--- src/rtl/pipelined_cla_addsub_if.sv ---
// Operand/result handshake bundle for the pipelined CLA add/subtract unit.
// The slave side is the arithmetic unit; the master side is issue/writeback.
interface pipelined_cla_addsub_if #(
  parameter int WIDTH = 32
);
  logic             i_valid;
  logic             o_ready;
  logic [WIDTH-1:0] i_add1;
  logic [WIDTH-1:0] i_add2;
  logic             i_sub;
  logic             i_cin;
  logic             o_valid;
  logic             i_ready;
  logic [WIDTH-1:0] o_result;
  logic             o_cout;
  logic             o_of;
  logic             o_zero;

  modport master (
    output i_valid, i_add1, i_add2, i_sub, i_cin, i_ready,
    input  o_ready, o_valid, o_result, o_cout, o_of, o_zero
  );

  modport slave (
    input  i_valid, i_add1, i_add2, i_sub, i_cin, i_ready,
    output o_ready, o_valid, o_result, o_cout, o_of, o_zero
  );
endinterface

--- src/rtl/pipelined_cla_addsub.sv ---
// Pipelined carry-lookahead add/subtract: one SEG_WIDTH segment resolved per
// stage, carry registered between stages, global stall on output backpressure.

module pipelined_cla_addsub_seg #(
  parameter int W = 8
) (
  input  logic [W-1:0] a,
  input  logic [W-1:0] b,
  input  logic         ci,
  output logic [W-1:0] s,
  output logic         co
);
  logic [W-1:0] g, p;
  logic [W:0]   c;
  logic         acc, pp;

  assign g = a & b;
  assign p = a | b;

  // Each carry is a flat sum-of-products over the segment, not a ripple chain.
  always_comb begin
    c    = '0;
    acc  = 1'b0;
    pp   = 1'b0;
    c[0] = ci;
    for (int i = 0; i < W; i++) begin
      acc = g[i];
      pp  = p[i];
      for (int j = i - 1; j >= 0; j--) begin
        acc = acc | (pp & g[j]);
        pp  = pp & p[j];
      end
      c[i+1] = acc | (pp & ci);
    end
  end

  assign s  = a ^ b ^ c[W-1:0];
  assign co = c[W];
endmodule

module pipelined_cla_addsub #(
  parameter int WIDTH     = 32,
  parameter int SEG_WIDTH = 8
) (
  input  logic                  i_clk,
  input  logic                  i_rst,
  pipelined_cla_addsub_if.slave bus
);
  localparam int NSEG = (SEG_WIDTH < 1) ? 1 : WIDTH / SEG_WIDTH;

  if (SEG_WIDTH < 1 || (WIDTH % SEG_WIDTH) != 0) begin : g_bad_cfg
    $error("pipelined_cla_addsub: WIDTH must be a non-zero multiple of SEG_WIDTH");
  end

  // a/b travel skewed with the transaction; s accumulates finished slices.
  typedef struct packed {
    logic [WIDTH-1:0] a;
    logic [WIDTH-1:0] b;
    logic [WIDTH-1:0] s;
    logic             c;
  } rank_t;

  rank_t                           rank_q [NSEG];
  rank_t                           nxt    [NSEG];
  logic [NSEG:0]                   vld_pipe;
  logic [NSEG-1:0][SEG_WIDTH-1:0]  seg_s;
  logic [NSEG-1:0]                 seg_c;
  logic                            adv;
  logic [WIDTH-1:0]                b_eff;
  logic                            c0;
  rank_t                           fin;
  logic                            of_d;
  logic [WIDTH-1:0]                result_q;
  logic                            cout_q, of_q, zero_q;

  assign adv         = ~vld_pipe[NSEG] | bus.i_ready;
  assign bus.o_ready = adv;
  assign bus.o_valid = vld_pipe[NSEG];
  assign bus.o_result = result_q;
  assign bus.o_cout  = cout_q;
  assign bus.o_of    = of_q;
  assign bus.o_zero  = zero_q;

  assign b_eff = bus.i_add2 ^ {WIDTH{bus.i_sub}};
  assign c0    = bus.i_sub | bus.i_cin;

  for (genvar k = 0; k < NSEG; k++) begin : g_seg
    pipelined_cla_addsub_seg #(.W(SEG_WIDTH)) u_seg (
      .a  (rank_q[k].a[k*SEG_WIDTH +: SEG_WIDTH]),
      .b  (rank_q[k].b[k*SEG_WIDTH +: SEG_WIDTH]),
      .ci (rank_q[k].c),
      .s  (seg_s[k]),
      .co (seg_c[k])
    );
  end

  always_comb begin
    for (int k = 0; k < NSEG; k++) begin
      nxt[k] = rank_q[k];
      nxt[k].s[k*SEG_WIDTH +: SEG_WIDTH] = seg_s[k];
      nxt[k].c = seg_c[k];
    end
  end

  assign fin  = nxt[NSEG-1];
  assign of_d = (fin.a[WIDTH-1] == fin.b[WIDTH-1]) & (fin.s[WIDTH-1] != fin.a[WIDTH-1]);

  // Reset wins over acceptance, so operands offered during reset are dropped.
  always_ff @(posedge i_clk) begin
    if (i_rst) begin
      vld_pipe <= '0;
      for (int k = 0; k < NSEG; k++) rank_q[k] <= '0;
      result_q <= '0;
      cout_q   <= 1'b0;
      of_q     <= 1'b0;
      zero_q   <= 1'b0;
    end else if (adv) begin
      vld_pipe  <= {vld_pipe[NSEG-1:0], bus.i_valid};
      rank_q[0] <= '{a: bus.i_add1, b: b_eff, s: '0, c: c0};
      for (int k = 1; k < NSEG; k++) rank_q[k] <= nxt[k-1];
      result_q  <= fin.s;
      cout_q    <= fin.c;
      of_q      <= of_d;
      zero_q    <= ~|fin.s;
    end
  end
endmodule

--- src/flat_wrapper.sv ---
// flat-port wrapper written by rule: the top's interface ports become plain ports
module pipelined_cla_addsub_flat 
#(
  parameter int WIDTH     = 32,
  parameter int SEG_WIDTH = 8
)
  (i_clk, i_rst, bus_i_valid, bus_i_add1, bus_i_add2, bus_i_sub, bus_i_cin, bus_i_ready, bus_o_ready, bus_o_valid, bus_o_result, bus_o_cout, bus_o_of, bus_o_zero);
  pipelined_cla_addsub_if #(.WIDTH(WIDTH)) bus_i ();
  input  logic i_clk;
  input  logic i_rst;
  input wire logic [$bits(bus_i.i_valid)-1:0] bus_i_valid;
  input wire logic [$bits(bus_i.i_add1)-1:0] bus_i_add1;
  input wire logic [$bits(bus_i.i_add2)-1:0] bus_i_add2;
  input wire logic [$bits(bus_i.i_sub)-1:0] bus_i_sub;
  input wire logic [$bits(bus_i.i_cin)-1:0] bus_i_cin;
  input wire logic [$bits(bus_i.i_ready)-1:0] bus_i_ready;
  output wire logic [$bits(bus_i.o_ready)-1:0] bus_o_ready;
  output wire logic [$bits(bus_i.o_valid)-1:0] bus_o_valid;
  output wire logic [$bits(bus_i.o_result)-1:0] bus_o_result;
  output wire logic [$bits(bus_i.o_cout)-1:0] bus_o_cout;
  output wire logic [$bits(bus_i.o_of)-1:0] bus_o_of;
  output wire logic [$bits(bus_i.o_zero)-1:0] bus_o_zero;
  assign bus_i.i_valid = bus_i_valid;
  assign bus_i.i_add1 = bus_i_add1;
  assign bus_i.i_add2 = bus_i_add2;
  assign bus_i.i_sub = bus_i_sub;
  assign bus_i.i_cin = bus_i_cin;
  assign bus_i.i_ready = bus_i_ready;
  assign bus_o_ready = bus_i.o_ready;
  assign bus_o_valid = bus_i.o_valid;
  assign bus_o_result = bus_i.o_result;
  assign bus_o_cout = bus_i.o_cout;
  assign bus_o_of = bus_i.o_of;
  assign bus_o_zero = bus_i.o_zero;
  pipelined_cla_addsub #(.WIDTH(WIDTH), .SEG_WIDTH(SEG_WIDTH)) u_core (.i_clk(i_clk), .i_rst(i_rst), .bus(bus_i));
endmodule
--- config.mk ---
export PLATFORM = sky130hd
export DESIGN_NAME = pipelined_cla_addsub_flat
export DESIGN_NICKNAME = d
export VERILOG_FILES = /design/src/rtl/pipelined_cla_addsub_if.sv /design/src/rtl/pipelined_cla_addsub.sv /design/src/flat_wrapper.sv
export SDC_FILE = /design/constraint.sdc
export NUM_CORES = 1
export LEC_CHECK = 0
export ABC_AREA = 0
export BUFFER_PORTS_ARGS = -buffer_cell sky130_fd_sc_hd__buf_2
export CAP_MARGIN = 20
export CORE_ASPECT_RATIO = 1.75
export CORE_UTILIZATION = 30
export DETAILED_ROUTE_END_ITERATION = 8
export GPL_TIMING_DRIVEN = 0
export SYNTH_ARGS = -nofsm -noshare
export SYNTH_HDL_FRONTEND = slang
export SYNTH_SLANG_ARGS = --single-unit
--- constraint.sdc ---
create_clock -name i_clk -period 12.15 [get_ports i_clk]
set_clock_uncertainty 0.1 [all_clocks]
set_input_delay 1.215 -clock i_clk [delete_from_list [all_inputs] [get_ports i_clk]]
set_output_delay 1.215 -clock i_clk [all_outputs]
set_load 0.005 [all_outputs]
==> impl_metrics.tcl <==
set metrics [dict create \
    htreeDepth 1 \
    crit-reg2reg-launch "u_core.rank_q[3][57]" \
    fin_total_pwr_w 0.00179 \
    drv.max_cap_violation_count 0 \
    postRouteWirelength_microns 20200 \
    critical_path.endpoint_type "output pin" \
    rrSetupSlack_ns 9.52 \
    finalWorstPathRequiredPeriod_ns 3.58 \
    synthTopCellsByArea "sky130_fd_sc_hd__edfxtp_1 (56%), sky130_fd_sc_hd__and2_1 (8.3%), sky130_fd_sc_hd__ha_1 (7.2%)" \
    cts_sinks 252 \
    numPortBuffers 104 \
    grt-busiest-layer "met2" \
    syn_area_sq_mm 0.0114 \
    n_antenna_cell 0 \
    worst_margin_slew_ns 0.726 \
    worst_ir_drop_vdd_mv 0.0980 \
    worst_r2r_endpoint "u_core.bus.o_zero" \
    tritoncts "built" \
    fillerInstances 3688 \
    hold_path.startpoint "u_core.bus.o_result[13]" \
    drt_first_pass_iters 4 \
    grt_first_pass_wirelength_microns 32000 \
    crit_fanout 10 \
    placementRows 94 \
    core_area_sq_mm 0.0375 \
    dieArea_sq_mm 0.0388 \
    final_core_util 0.353 \
    finalNetCount 1212 \
    final-seq-area_sq_mm 0.00717 \
    postSynth.asyncResetShare 0 \
    synth.net_count 1082 \
    top_level_port_count 107 \
    first_global_vias 6431 \
    multi_input_comb_area_sq_mm 0.00372 \
    grt_total_usage 0.106 \
    use_met2 0.214 \
    final_antenna_net_count 0 \
    relative_slew_slack 0.516 \
    fmax_mhz 280 \
    clock_pin_slew_worst_setup_and_hold_paths_ns 0.06 \
    fp.dieH_microns 260 \
    detailedPlacementHpwl_microns 15500 \
    ys_dominant_reg_cell "sky130_fd_sc_hd__edfxtp_1" \
    initial_antenna_violation_count 0 \
    worst_hold_path.endpoint "u_core.bus.o_result[13]" \
    setup_tns_ns 0 \
    finalMaxSlewViolations 0 \
    critical_path_arrival_ns 2.26 \
    setup_viol_count_final 0 \
    synth_cell_type_count 42 \
    numPlacedInstances 1527 \
    layout-area-overhead-vs-synth_pct 16.2 \
    power.density_cell_area_mw_per_mm2 135 \
    clk_path_buf_depth 3 \
    rsz0062_at_grt "false" \
    ctsHoldBuffers 0 \
    timing.hold.ws_ns 0.349 \
    status "complete, no violations" \
    worst_hold_path.num_cells 2 \
    tritoncts.num_buffers 23 \
    clk-insertion-delay-late_ns 0.52 \
    detail_route.wl_per_cell_microns 12.9 \
    ys_warnings 0 \
    yosys.area.top_type "sky130_fd_sc_hd__edfxtp_1" \
    place_congestion 0.751 \
    fraction_of_final_layout_cells_with_drive_strength_greater_than_1 0.138 \
    vias 6492 \
    synth-edff-count 212 \
    critical_path.startpoint_type "input pin" \
    synth.cells.most_frequent "sky130_fd_sc_hd__edfxtp_1 (212), sky130_fd_sc_hd__and2_1 (152), sky130_fd_sc_hd__inv_1 (92)" \
    finalHoldViolCount 0 \
    gr-usage-met3 0.0163 \
    synth_seq_cells 252 \
    postSynthCellCount 942 \
    critPathRequiredTime_ns 10.84 \
    post_cts_resize_count 0 \
    drc_errors 0 \
    post_cts_setup_buffer_count 0 \
    synth_seq_area_share 0.629 \
    syn-mean-instance-area_sq_um 12.1 \
    worstSetupPathType "input pin to output pin" \
    hold_class "flop to flop" \
    grt_remaining_overflow 0 \
    reg2regPathDepth 7 \
    yosys.cell_count.top_type "sky130_fd_sc_hd__edfxtp_1" \
    yosysTopAreaCellShare 0.559 \
    period_share 0.294 \
    p_leak_nw 5.53 \
    dr.first_iter.drc_count 303 \
    stdcell_count 1569 \
    groute.layer.met1.usage 0.105 \
    vias_per_cell 4.14 \
    fp.dieW_microns 149 \
    root_buffer "sky130_fd_sc_hd__clkbuf_16" \
    grt_max_degree 145 \
    effective_utilization_at_floorplan 0.304 \
]
[power breakdown]
| group | switching [W] | internal, W |
|---|---|---|
| logic | 0.0000658 | 0.0000554 |
| registers | 0.0000146 | 0.000981 |
| clock network | 0.000305 | 0.000371 |
| total | 0.000385 | 0.00141 |
[routing by layer]
layer,part of all wire,vias to the layer above
li1,-,3398
met1,0.37,2949
met2,0.56,115
met3,0.041,30
met4,0.025,0
met5,0,-
[logic make-up (layout without fill, tap and decap cells)]
group | count (synthesis) | after routing | share of synthesized area
DFF | 252 | 252 | 0.629
xor gates and xnor gates | 50 | 50 | 0.0384
AOI/OAI and AO/OA | 93 | 93 | 0.0537
and+or+nand+nor | 343 | 343 | 0.155
adders and majority gates | 70 | 70 | 0.0795
buffers and inverters | 134 | 281 | 0.0446
[worst max-delay path, cell delays in order]
cell and delay (ns):
sky130_fd_sc_hd__buf_2 0.10, sky130_fd_sc_hd__nor2b_1 0.16, sky130_fd_sc_hd__clkinv_1 0.27, sky130_fd_sc_hd__clkbuf_1 0.31, sky130_fd_sc_hd__buf_2 0.20
[how the worst max path moves through the flow]
stage / startpoint / end / slack, ns / depth (start not counted)
after detailed placement: bus_i_ready / bus_o_ready / 8.55 / 5
after global routing: bus_i_ready / bus_o_ready / 8.40 / 5
final: bus_i_ready / bus_o_ready / 8.57 / 5
after floorplan: i_rst / u_core.rank_q[0][0] / 5.90 / 3
after CTS: bus_i_ready / bus_o_ready / 8.54 / 5
after global placement: bus_i_ready / u_core.rank_q[0][39] / 4.43 / 5
[placed cells by master, fill, tap and decap left out, types with 2 or more instances in the layout]
cell,instances
sky130_fd_sc_hd__edfxtp_1,212
sky130_fd_sc_hd__and2_1,152
sky130_fd_sc_hd__buf_2,108
sky130_fd_sc_hd__inv_1,91
sky130_fd_sc_hd__nand2_1,75
sky130_fd_sc_hd__nor2_1,66
sky130_fd_sc_hd__ha_1,66
sky130_fd_sc_hd__a21oi_1,55
sky130_fd_sc_hd__xnor2_1,41
sky130_fd_sc_hd__dfxtp_1,40
sky130_fd_sc_hd__clkbuf_1,37
sky130_fd_sc_hd__nor3_1,23
sky130_fd_sc_hd__clkbuf_16,23
sky130_fd_sc_hd__o21a_1,9
sky130_fd_sc_hd__xor2_1,9
sky130_fd_sc_hd__clkinv_1,8
sky130_fd_sc_hd__a211oi_1,6
sky130_fd_sc_hd__nand2b_1,6
sky130_fd_sc_hd__o21bai_1,6
sky130_fd_sc_hd__nor4_1,6
sky130_fd_sc_hd__buf_1,4
sky130_fd_sc_hd__fa_1,4
sky130_fd_sc_hd__nor2b_1,3
sky130_fd_sc_hd__o21ai_0,3
sky130_fd_sc_hd__a2111oi_2,3
sky130_fd_sc_hd__or3_1,3
sky130_fd_sc_hd__nand4_1,3
sky130_fd_sc_hd__clkinvlp_4,3
sky130_fd_sc_hd__nand3_1,2
sky130_fd_sc_hd__o2111ai_1,2
sky130_fd_sc_hd__inv_6,2
[flip-flops by register name, summed over array words and instances, names as in the netlist]
signal and count:
u_core.bus.o_cout 1, u_core.bus.o_of 1, u_core.bus.o_result 32, u_core.bus.o_zero 1
u_core.rank_q 212, u_core.vld_pipe 5
[cell type report]
cell class,instances,share of cell area
clock buffers,28,0.0449
multi-input cells,556,0.281
flip-flops and latches,252,0.541
well taps,480,0.0453
inverters,94,0.0272
plain buffers,40,0.0117
repair buffers,105,0.0414
clock inverters,14,0.00765
[stage by stage]
step | area, sq um | worst slack (ns)
2_1_floorplan | 11400 | 5.90
3_3_place_gp | 12500 | 4.43
3_5_place_dp | 12600 | 8.55
4_1_cts | 13200 | 8.54
5_1_grt | 13200 | 8.40
6_report | 13200 | 8.57
(Power assumes the default switching activity.)
